File: config.mk
export PLATFORM = sky130hd
export DESIGN_NAME = clkenb_multi
export DESIGN_NICKNAME = d
export VERILOG_FILES = /design/src/rtl/clkenb_pkg.sv /design/src/rtl/clkenb_chan.sv /design/src/rtl/clkenb_multi.sv
export SDC_FILE = /design/constraint.sdc
export NUM_CORES = 1
export LEC_CHECK = 0
export CAP_MARGIN = 20
export CORE_ASPECT_RATIO = 0.6
export CORE_MARGIN = 2
export CORE_UTILIZATION = 32
export CTS_CLUSTER_SIZE = 12
export DETAILED_ROUTE_END_ITERATION = 10
export PLACE_DENSITY_LB_ADDON = 0.3
export SYNTH_ARGS = -nofsm -noshare
export SYNTH_HDL_FRONTEND = slang
export SYNTH_SLANG_ARGS = --single-unit
File: constraint.sdc
create_clock -name clk -period 5.8 [get_ports clk]
set_input_delay 0.58 -clock clk [delete_from_list [all_inputs] [get_ports clk]]
set_output_delay 0.58 -clock clk [all_outputs]
set_load 0.01 [all_outputs]
File: src/rtl/clkenb_pkg.sv
// clkenb_pkg: shared types and defaults for the multi-channel clock-enable
// generator (clkenb_multi / clkenb_chan).
package clkenb_pkg;
  localparam int          DIVW_DEF   = 27;                 // covers 1 Hz at 100 MHz
  localparam int          NCH_DEF    = 4;
  localparam int unsigned DEFDIV_DEF = 100_000_000 / 100;  // 100 Hz tick after reset

  typedef logic [DIVW_DEF-1:0] div_t;
  typedef enum logic {IDLE, RUN}     chst_t;
  typedef enum logic {CONT, ONESHOT} mode_t;
endpackage

File: src/rtl/clkenb_chan.sv
// clkenb_chan: one enable-generator channel.
//   clk, reset  : system clock, synchronous active-high reset
//   ld          : writes ld_div / ld_mode into the shadow divisor
//   ld_div      : divisor D (period of D cycles, 0 = disabled)
//   ld_mode     : 0 = continuous, 1 = one-shot
//   start, stop : run / halt requests (stop wins)
//   align       : restart the counter at 0 while running
//   enb         : registered single-cycle enable pulse
//   busy        : channel is in RUN
module clkenb_chan
  import clkenb_pkg::*;
#(
  parameter int          DIVW   = DIVW_DEF,
  parameter int unsigned DEFDIV = DEFDIV_DEF
) (
  input  logic            clk,
  input  logic            reset,
  input  logic            ld,
  input  logic [DIVW-1:0] ld_div,
  input  logic            ld_mode,
  input  logic            start,
  input  logic            stop,
  input  logic            align,
  output logic            enb,
  output logic            busy
);

  chst_t           st;
  mode_t           act_mode, shd_mode;
  logic [DIVW-1:0] q, act_div, shd_div;
  logic            pend;    // shadow holds a value not yet copied to active

  logic            wrap, copy;
  logic [DIVW-1:0] next_div;

  // A RUN channel always has a nonzero active divisor, so act_div-1 never
  // underflows while the comparison matters.
  assign wrap     = (st == RUN) && (q == act_div - DIVW'(1));
  // Idle channels take the shadow at once; running ones only at the wrap so
  // the period in progress completes unchanged.
  assign copy     = pend && ((st == IDLE) || wrap);
  assign next_div = copy ? shd_div : act_div;
  assign busy     = (st == RUN);

  // NOTE: all state here is updated with non-blocking assignments so every
  // decision in this block sees the pre-edge values, independent of order.
  always_ff @(posedge clk) begin
    if (reset) begin
      st       <= IDLE;
      q        <= '0;
      act_div  <= DIVW'(DEFDIV);
      shd_div  <= DIVW'(DEFDIV);
      act_mode <= CONT;
      shd_mode <= CONT;
      pend     <= 1'b0;
      enb      <= 1'b0;
    end else begin
      // A pulse from this edge's wrap is issued even if stop/align/reload
      // coincide with it.
      enb <= wrap;

      if (copy) begin
        act_div  <= shd_div;
        act_mode <= shd_mode;
      end

      if (ld) begin
        shd_div  <= ld_div;
        shd_mode <= mode_t'(ld_mode);
        pend     <= 1'b1;
      end else if (copy) begin
        pend     <= 1'b0;
      end

      case (st)
        IDLE: begin
          q <= '0;
          // The start check uses the divisor being copied this edge, so a
          // load in the previous cycle is honoured immediately.
          if (start && !stop && (next_div != '0)) st <= RUN;
        end
        RUN: begin
          q <= (wrap || align) ? '0 : q + DIVW'(1);
          if (stop) begin
            st <= IDLE;
            q  <= '0;
          end else if (wrap && ((act_mode == ONESHOT) || (next_div == '0))) begin
            st <= IDLE;
          end
        end
        default: st <= IDLE;
      endcase
    end
  end

endmodule

File: src/rtl/clkenb_multi.sv
// clkenb_multi: NCH independent runtime-programmable clock-enable generators.
//   clk, reset : system clock, synchronous active-high reset
//   ld, ld_ch  : load strobe and target channel
//   ld_div     : new divisor (0 disables), ld_mode: 0 continuous / 1 one-shot
//   start/stop : per-channel run / halt requests
//   align      : restart all running counters at 0 together
//   enb        : per-channel single-cycle enables (data enables, not clocks)
//   busy       : per-channel RUN indication
module clkenb_multi
  import clkenb_pkg::*;
#(
  parameter int          NCH    = NCH_DEF,
  parameter int          DIVW   = DIVW_DEF,
  parameter int unsigned DEFDIV = DEFDIV_DEF,
  localparam int         CHW    = (NCH > 1) ? $clog2(NCH) : 1
) (
  input  logic            clk,
  input  logic            reset,
  input  logic            ld,
  input  logic [CHW-1:0]  ld_ch,
  input  logic [DIVW-1:0] ld_div,
  input  logic            ld_mode,
  input  logic [NCH-1:0]  start,
  input  logic [NCH-1:0]  stop,
  input  logic            align,
  output logic [NCH-1:0]  enb,
  output logic [NCH-1:0]  busy
);

  logic [NCH-1:0] chan_ld;

  for (genvar i = 0; i < NCH; i++) begin : g_chan
    assign chan_ld[i] = ld && (ld_ch == CHW'(i));

    clkenb_chan #(
      .DIVW   (DIVW),
      .DEFDIV (DEFDIV)
    ) u_chan (
      .clk     (clk),
      .reset   (reset),
      .ld      (chan_ld[i]),
      .ld_div  (ld_div),
      .ld_mode (ld_mode),
      .start   (start[i]),
      .stop    (stop[i]),
      .align   (align),
      .enb     (enb[i]),
      .busy    (busy[i])
    );
  end

endmodule

==> impl_metrics.tcl, run 1 <==
set metrics [dict create \
    clock-skew-final_ns 0.01887 \
    drv_cap 0 \
    routed_via_density 5.312 \
    numClockSinks 344 \
    post_synthesis_register_bit_count 344 \
    grtUsageTotal 0.1700 \
    cts_htree_levels 2 \
    synthFlopType "sky130_fd_sc_hd__dfxtp_1" \
    timing.final.crit_share 0.7528 \
    post_synth_most_frequent_cells "sky130_fd_sc_hd__dfxtp_1, sky130_fd_sc_hd__nand2_1, sky130_fd_sc_hd__nor2_1, sky130_fd_sc_hd__a21oi_1, sky130_fd_sc_hd__xnor2_1" \
    synthDistinctLibCells 82 \
    area.growth.synth_to_final_pct 11.60 \
    synth_sequential_area_ratio 0.3802 \
    final_hold_fails 0 \
    yosysTopAreaCellShare 0.3802 \
    first_iter_violations 1330 \
    startpoint_type "flip-flop" \
    avgRoutedWirePerCell_um 17.40 \
    totalNegativeSetupSlack_ns 0 \
    antenna_found_initial 1 \
    layout.cells.non_filler 2973 \
    timing_worst_setup_path_type "reg2reg" \
    initial_core_util 0.3240 \
    run_status "finished, final reports clean" \
    p_leak_nw 6.826 \
    drive_above_1_share 0.04291 \
    yosysMostFrequentCell "sky130_fd_sc_hd__dfxtp_1" \
    powerDensity_mw_per_mm2 243.1 \
    design.die.area_mm2 0.05859 \
    crit_chain "inv_1 > ha_1 > or4b_4 > or4_4 > nor3_2 > mux2i_1 > mux2_2 > or4_4 > o32ai_4 > buf_4 > mux2i_1" \
    fp.coreArea_mm2 0.05591 \
    drt_first_pass_iters 7 \
    antenna_cells 0 \
    total_congestion_overflow 0 \
    synthesized_instance_count 2231 \
    irDropWorstVdd_mv 0.1575 \
    cp.required_ns 6.25 \
    asyncSetResetFlopFracSynth 0 \
    floorplan.die.width_um 311.2 \
    place_hpwl_um 38470 \
    dieHeight_um 188.3 \
    routabilityCongestion 0.9149 \
    hold_class "reg2reg" \
    clock_tree.buffer_depth 3 \
    vias 15790 \
    grt_pass1_vias 14330 \
    synthesized_net_count 2281 \
    clock_tree.root_cell "sky130_fd_sc_hd__clkbuf_16" \
    drc_errors 0 \
    grt_max_degree 163 \
    period_minus_slack_ns 4.366 \
    post-cts-setup-buffer-count 0 \
    port_buf_inserts 49 \
    yosysTopAreaCell "sky130_fd_sc_hd__dfxtp_1" \
    cts_hold_buffers 0 \
    max-slew-margin-rel 0.2794 \
    drtAntennaViolNets 0 \
    clock.fmax_ghz 0.2290 \
    floorplan.rows 67 \
    routed_wirelength_um 51720 \
    crit_fanout 17 \
    post_cts_resized 0 \
    arrival_ns 4.81 \
    r2r_setup_slack_ns 1.43 \
    final-max-slew-violation-count 0 \
    layout.nets 2251 \
    clock_latency_ns 0.54 \
    critPathCaptureType "flip-flop" \
    nFillCells 5818 \
    ys_warn_count 0 \
    crit_path_max_incr_delay_ns 0.72 \
    cpMaxStageDelayCell "sky130_fd_sc_hd__o32ai_4" \
    grt_first_pass_wirelength_um 80490 \
    number_of_enable_type_register_cells_in_the_synthesized_netlist 0 \
    placedCellCount 2918 \
    worst_setup_hold_path_clk_slew_ns 0.06 \
    hold-worst-slack_ns 0.4597 \
    synth.avg_cell_area_um2 8.120 \
    finalSetupViolations 0 \
    cts_tree "built" \
    count_of_boundary_i_o_pins 50 \
    unrepaired_setup_endpoints_after_global_routing "false" \
    worst-slew-pin-transition_ns 1.080 \
    synth_area_leaders "sky130_fd_sc_hd__dfxtp_1, sky130_fd_sc_hd__nand2_1, sky130_fd_sc_hd__mux2i_1" \
    synthesis.area_mm2 0.01811 \
    cts-buffers-inserted 36 \
]
cell usage in the layout (no fill, tap or decap), types with 22 or more instances in the layout:
cell type,count
sky130_fd_sc_hd__xor2_1,104
sky130_fd_sc_hd__inv_1,41
sky130_fd_sc_hd__nand3b_1,35
sky130_fd_sc_hd__nor4_1,72
sky130_fd_sc_hd__nand2_1,299
sky130_fd_sc_hd__clkdlybuf4s50_1,48
sky130_fd_sc_hd__mux2i_1,104
sky130_fd_sc_hd__o21ai_0,26
sky130_fd_sc_hd__or4_1,24
sky130_fd_sc_hd__xnor2_1,108
sky130_fd_sc_hd__nand4_1,39
sky130_fd_sc_hd__nand2b_1,92
sky130_fd_sc_hd__nor3_1,75
sky130_fd_sc_hd__dfxtp_1,344
sky130_fd_sc_hd__nand3_1,68
sky130_fd_sc_hd__a21oi_1,121
sky130_fd_sc_hd__clkbuf_16,37
sky130_fd_sc_hd__nor2_1,271
sky130_fd_sc_hd__and3_1,22
area by class of cell:
| cell class | instances | area, µm² | area share |
|---|---|---|---|
| multi-input combinational | 1713 | 10490 | 0.5188 |
| sequential | 344 | 6887 | 0.3406 |
| clock buffer | 47 | 1003 | 0.04963 |
| tap | 759 | 949.7 | 0.04697 |
| timing repair buffer | 65 | 664.4 | 0.03286 |
| inverter | 41 | 153.9 | 0.007612 |
| clock inverter | 4 | 70.07 | 0.003466 |
final timing paths:
path / from / to / cells after the start
setup / recovery: g_chan[0].u_chan.act_div[0] / g_chan[0].u_chan.act_div[15] / 11
hold reg to reg: g_chan[1].u_chan.shd_mode / g_chan[1].u_chan.shd_mode / 2
setup reg to reg: g_chan[0].u_chan.act_div[0] / g_chan[0].u_chan.act_div[15] / 11
hold / removal: g_chan[1].u_chan.shd_mode / g_chan[1].u_chan.shd_mode / 2
metal layers:
layer	vias up	track usage	routed length (µm)
li1	7716	-	-
met1	7558	0.2647	26940
met2	456	0.2333	20060
met3	64	0.03742	3807
met4	0	0.03716	907
met5	-	0	0
logic make-up after synthesis:
| logic type | Yosys count | synth area share |
|---|---|---|
| muxes | 108 | 0.05995 |
| and+or+nand+nor | 1118 | 0.3132 |
| AOI/OAI and AO/OA | 267 | 0.09587 |
| xor gates and xnor gates | 212 | 0.1025 |
| buffers and inverters | 174 | 0.04282 |
| DFF | 344 | 0.3802 |
| adders and majority gates | 8 | 0.005526 |
where the power goes:
| group | total, mW | switching (mW) | internal, mW |
|---|---|---|---|
| Clock | 2.22 | 0.934 | 1.29 |
| Sequential | 2.44 | 0.0390 | 2.40 |
| Combinational | 0.255 | 0.157 | 0.0987 |
through the flow:
stage | cell area, µm² | utilization | power, mW | setup slack, ns
after global placement | 19060 | 0.3408 | 2.733 | 1.546
after detailed placement | 19070 | 0.3411 | 2.737 | 1.369
final | 20220 | 0.3616 | 4.915 | 1.434
after floorplan | 18110 | - | 2.629 | 2.191
after CTS | 20140 | 0.3603 | 4.976 | 1.349
after global routing | 20220 | 0.3616 | 5.101 | 1.155
critical path: cells and delay by family, from the launching register on:
kind	cells	cell delay (ns)
and+or+nand+nor	4	1.79
AOI/OAI and AO/OA	1	0.72
muxes	3	0.58
buffers and inverters	2	0.56
DFF	1	0.37
adders and majority gates	1	0.25
flip-flops by register name, summed over array words and instances (netlist names):
signal                  count
g_chan.u_chan.shd_mode      4
g_chan.u_chan.enb           4
g_chan.u_chan.pend          4
g_chan.u_chan.act_mode      4
g_chan.u_chan.busy          4
g_chan.u_chan.shd_div     108
g_chan.u_chan.act_div     108
g_chan.u_chan.q           108
Note: power is estimated with default switching activity, not from simulation.
==> inputs of run 2 (changes only) <==
clock period = 4.49 ns   (was 5.8 ns; I/O delays follow)
==> impl_metrics.tcl, run 2 (synthesis gave the netlist of run 1 again) <==
set metrics [dict create \
    drv_cap 0 \
    clock_tree.buffer_depth 3 \
    cts_htree_levels 2 \
    grtUsageTotal 0.1723 \
    floorplan.rows 67 \
    critPathCaptureType "flip-flop" \
    numClockSinks 344 \
    internal_power_summed_over_all_cells_mw 5.014 \
    routabilityCongestion 0.8942 \
    hold-worst-slack_ns 0.4595 \
    drt_first_pass_iters 5 \
    p_leak_nw 6.929 \
    arrival_ns 4.22 \
    cts_tree "built" \
    post-cts-setup-buffer-count 0 \
    mostFrequentLayoutCell "sky130_fd_sc_hd__dfxtp_1" \
    floorplan.die.width_um 311.2 \
    max-slew-margin-rel 0.2852 \
    design.die.area_mm2 0.05859 \
    count_of_boundary_i_o_pins 50 \
    vias 15870 \
    grt_max_degree 127 \
    powerDensity_mw_per_mm2 319.4 \
    layout_top_registers "g_chan.u_chan.act_div x108, g_chan.u_chan.q x108, g_chan.u_chan.shd_div x108" \
    routed_via_density 5.293 \
    switching_power_mw 1.506 \
    clock-skew-final_ns 0.01356 \
    area.growth.synth_to_final_pct 12.67 \
    first_iter_violations 1285 \
    final-max-slew-violation-count 0 \
    layout_common_cells "sky130_fd_sc_hd__dfxtp_1, sky130_fd_sc_hd__nand2_1, sky130_fd_sc_hd__nor2_1, sky130_fd_sc_hd__a21oi_1, sky130_fd_sc_hd__xnor2_1" \
    fin_ws_ns 0.6651 \
    placedCellCount 2933 \
    startpoint_type "flip-flop" \
    p_comb_frac 0.051 \
    layout.nets 2265 \
    drc_errors 0 \
    dp_worst_setup_slack_ns 0.7319 \
    irDropWorstVdd_mv 0.2249 \
    clock_latency_ns 0.54 \
    post_cts_resized 0 \
    clock_tree.root_cell "sky130_fd_sc_hd__clkbuf_16" \
    hold_class "reg2reg" \
    antenna_found_initial 1 \
    drive_above_1_share 0.05047 \
    layout.cells.non_filler 2999 \
    cts-buffers-inserted 37 \
    worst-slew-pin-transition_ns 1.071 \
    cp.required_ns 4.88 \
    grt_first_pass_wirelength_um 81910 \
    worst_setup_hold_path_clk_slew_ns 0.06 \
    total_congestion_overflow 0 \
    fp.coreArea_mm2 0.05591 \
    final_hold_fails 0 \
    nFillCells 5767 \
    cts_hold_buffers 0 \
    timing.final.crit_share 0.8519 \
    drtAntennaViolNets 0 \
    port_buf_inserts 49 \
    pwr-share-clk 0.466 \
    place_hpwl_um 38540 \
    timing_worst_setup_path_type "reg2reg" \
    final_core_util 0.3650 \
    unrepaired_setup_endpoints_after_global_routing "false" \
    crit_fanout 23 \
    dieHeight_um 188.3 \
    grt_pass1_vias 14620 \
    initial_core_util 0.3240 \
    clock.fmax_ghz 0.2614 \
    period_minus_slack_ns 3.825 \
    switching_share 0.2310 \
    run_status "finished, final reports clean" \
    avgRoutedWirePerCell_um 17.26 \
    portion_of_total_power_attributed_to_sequential_cells 0.483 \
    finalSetupViolations 0 \
    totalNegativeSetupSlack_ns 0 \
    routed_wirelength_um 51760 \
]
## run 2: path summary, 6_finish.rpt
path / cells after the start / slack [ns] / from / endpoint
max: 11 / 0.67 / g_chan[3].u_chan.act_div[5] / g_chan[3].u_chan.act_div[7]
min: 2 / 0.46 / g_chan[0].u_chan.shd_mode / g_chan[0].u_chan.shd_mode
max reg2reg: 11 / 0.67 / g_chan[3].u_chan.act_div[5] / g_chan[3].u_chan.act_div[7]
min reg2reg: 2 / 0.46 / g_chan[0].u_chan.shd_mode / g_chan[0].u_chan.shd_mode
## run 2: per-layer routing
layer	up-vias	routed length, µm	global-route usage	part of all wire
met3	65	4096	0.04369	0.079
met4	2	937	0.03790	0.018
met5	-	11	0	0.00021
met2	454	19940	0.2354	0.39
met1	7585	26770	0.2655	0.52
li1	7767	-	-	-
## run 2: layout make-up
| cell class | count | area [µm²] | area share |
|---|---|---|---|
| diodes | 1 | 2.502 | 0.0001226 |
| clock buffers | 57 | 1094 | 0.05358 |
| clock inverters | 6 | 83.83 | 0.004107 |
| inverters | 41 | 153.9 | 0.007540 |
| multi-input cells | 1713 | 10490 | 0.5139 |
| flip-flops and latches | 344 | 6887 | 0.3374 |
| well taps | 759 | 949.7 | 0.04653 |
| repair buffers | 78 | 752.0 | 0.03684 |
## run 2: power by group through the flow
stage / Combinational [mW] / Sequential, mW / Clock (mW)
6_report: 0.330 / 3.15 / 3.04
5_1_grt: 0.358 / 3.15 / 3.25
4_1_cts: 0.325 / 3.15 / 3.12
3_5_place_dp: 0.324 / 3.22 / 0
3_3_place_gp: 0.320 / 3.21 / 0
2_1_floorplan: 0.202 / 3.19 / 0
## run 2: through the flow
| step | instance area [µm²] | power [mW] |
|---|---|---|
| 2_1_floorplan | 18110 | 3.396 |
| 3_3_place_gp | 19200 | 3.535 |
| 3_5_place_dp | 19200 | 3.540 |
| 4_1_cts | 20380 | 6.593 |
| 5_1_grt | 20410 | 6.757 |
| 6_report | 20410 | 6.520 |
## run 2: critical path, stage by stage, from the launching register on
cell                        delay (ns)
sky130_fd_sc_hd__dfxtp_1          0.41
sky130_fd_sc_hd__nor3_1           0.59
sky130_fd_sc_hd__nand2_1          0.11
sky130_fd_sc_hd__buf_4            0.22
sky130_fd_sc_hd__or4_1            0.56
sky130_fd_sc_hd__a211o_1          0.33
sky130_fd_sc_hd__a2111oi_0        0.52
sky130_fd_sc_hd__a32oi_2          0.20
sky130_fd_sc_hd__buf_4            0.27
sky130_fd_sc_hd__buf_4            0.24
sky130_fd_sc_hd__mux2i_1          0.17
sky130_fd_sc_hd__nor2_1           0.06
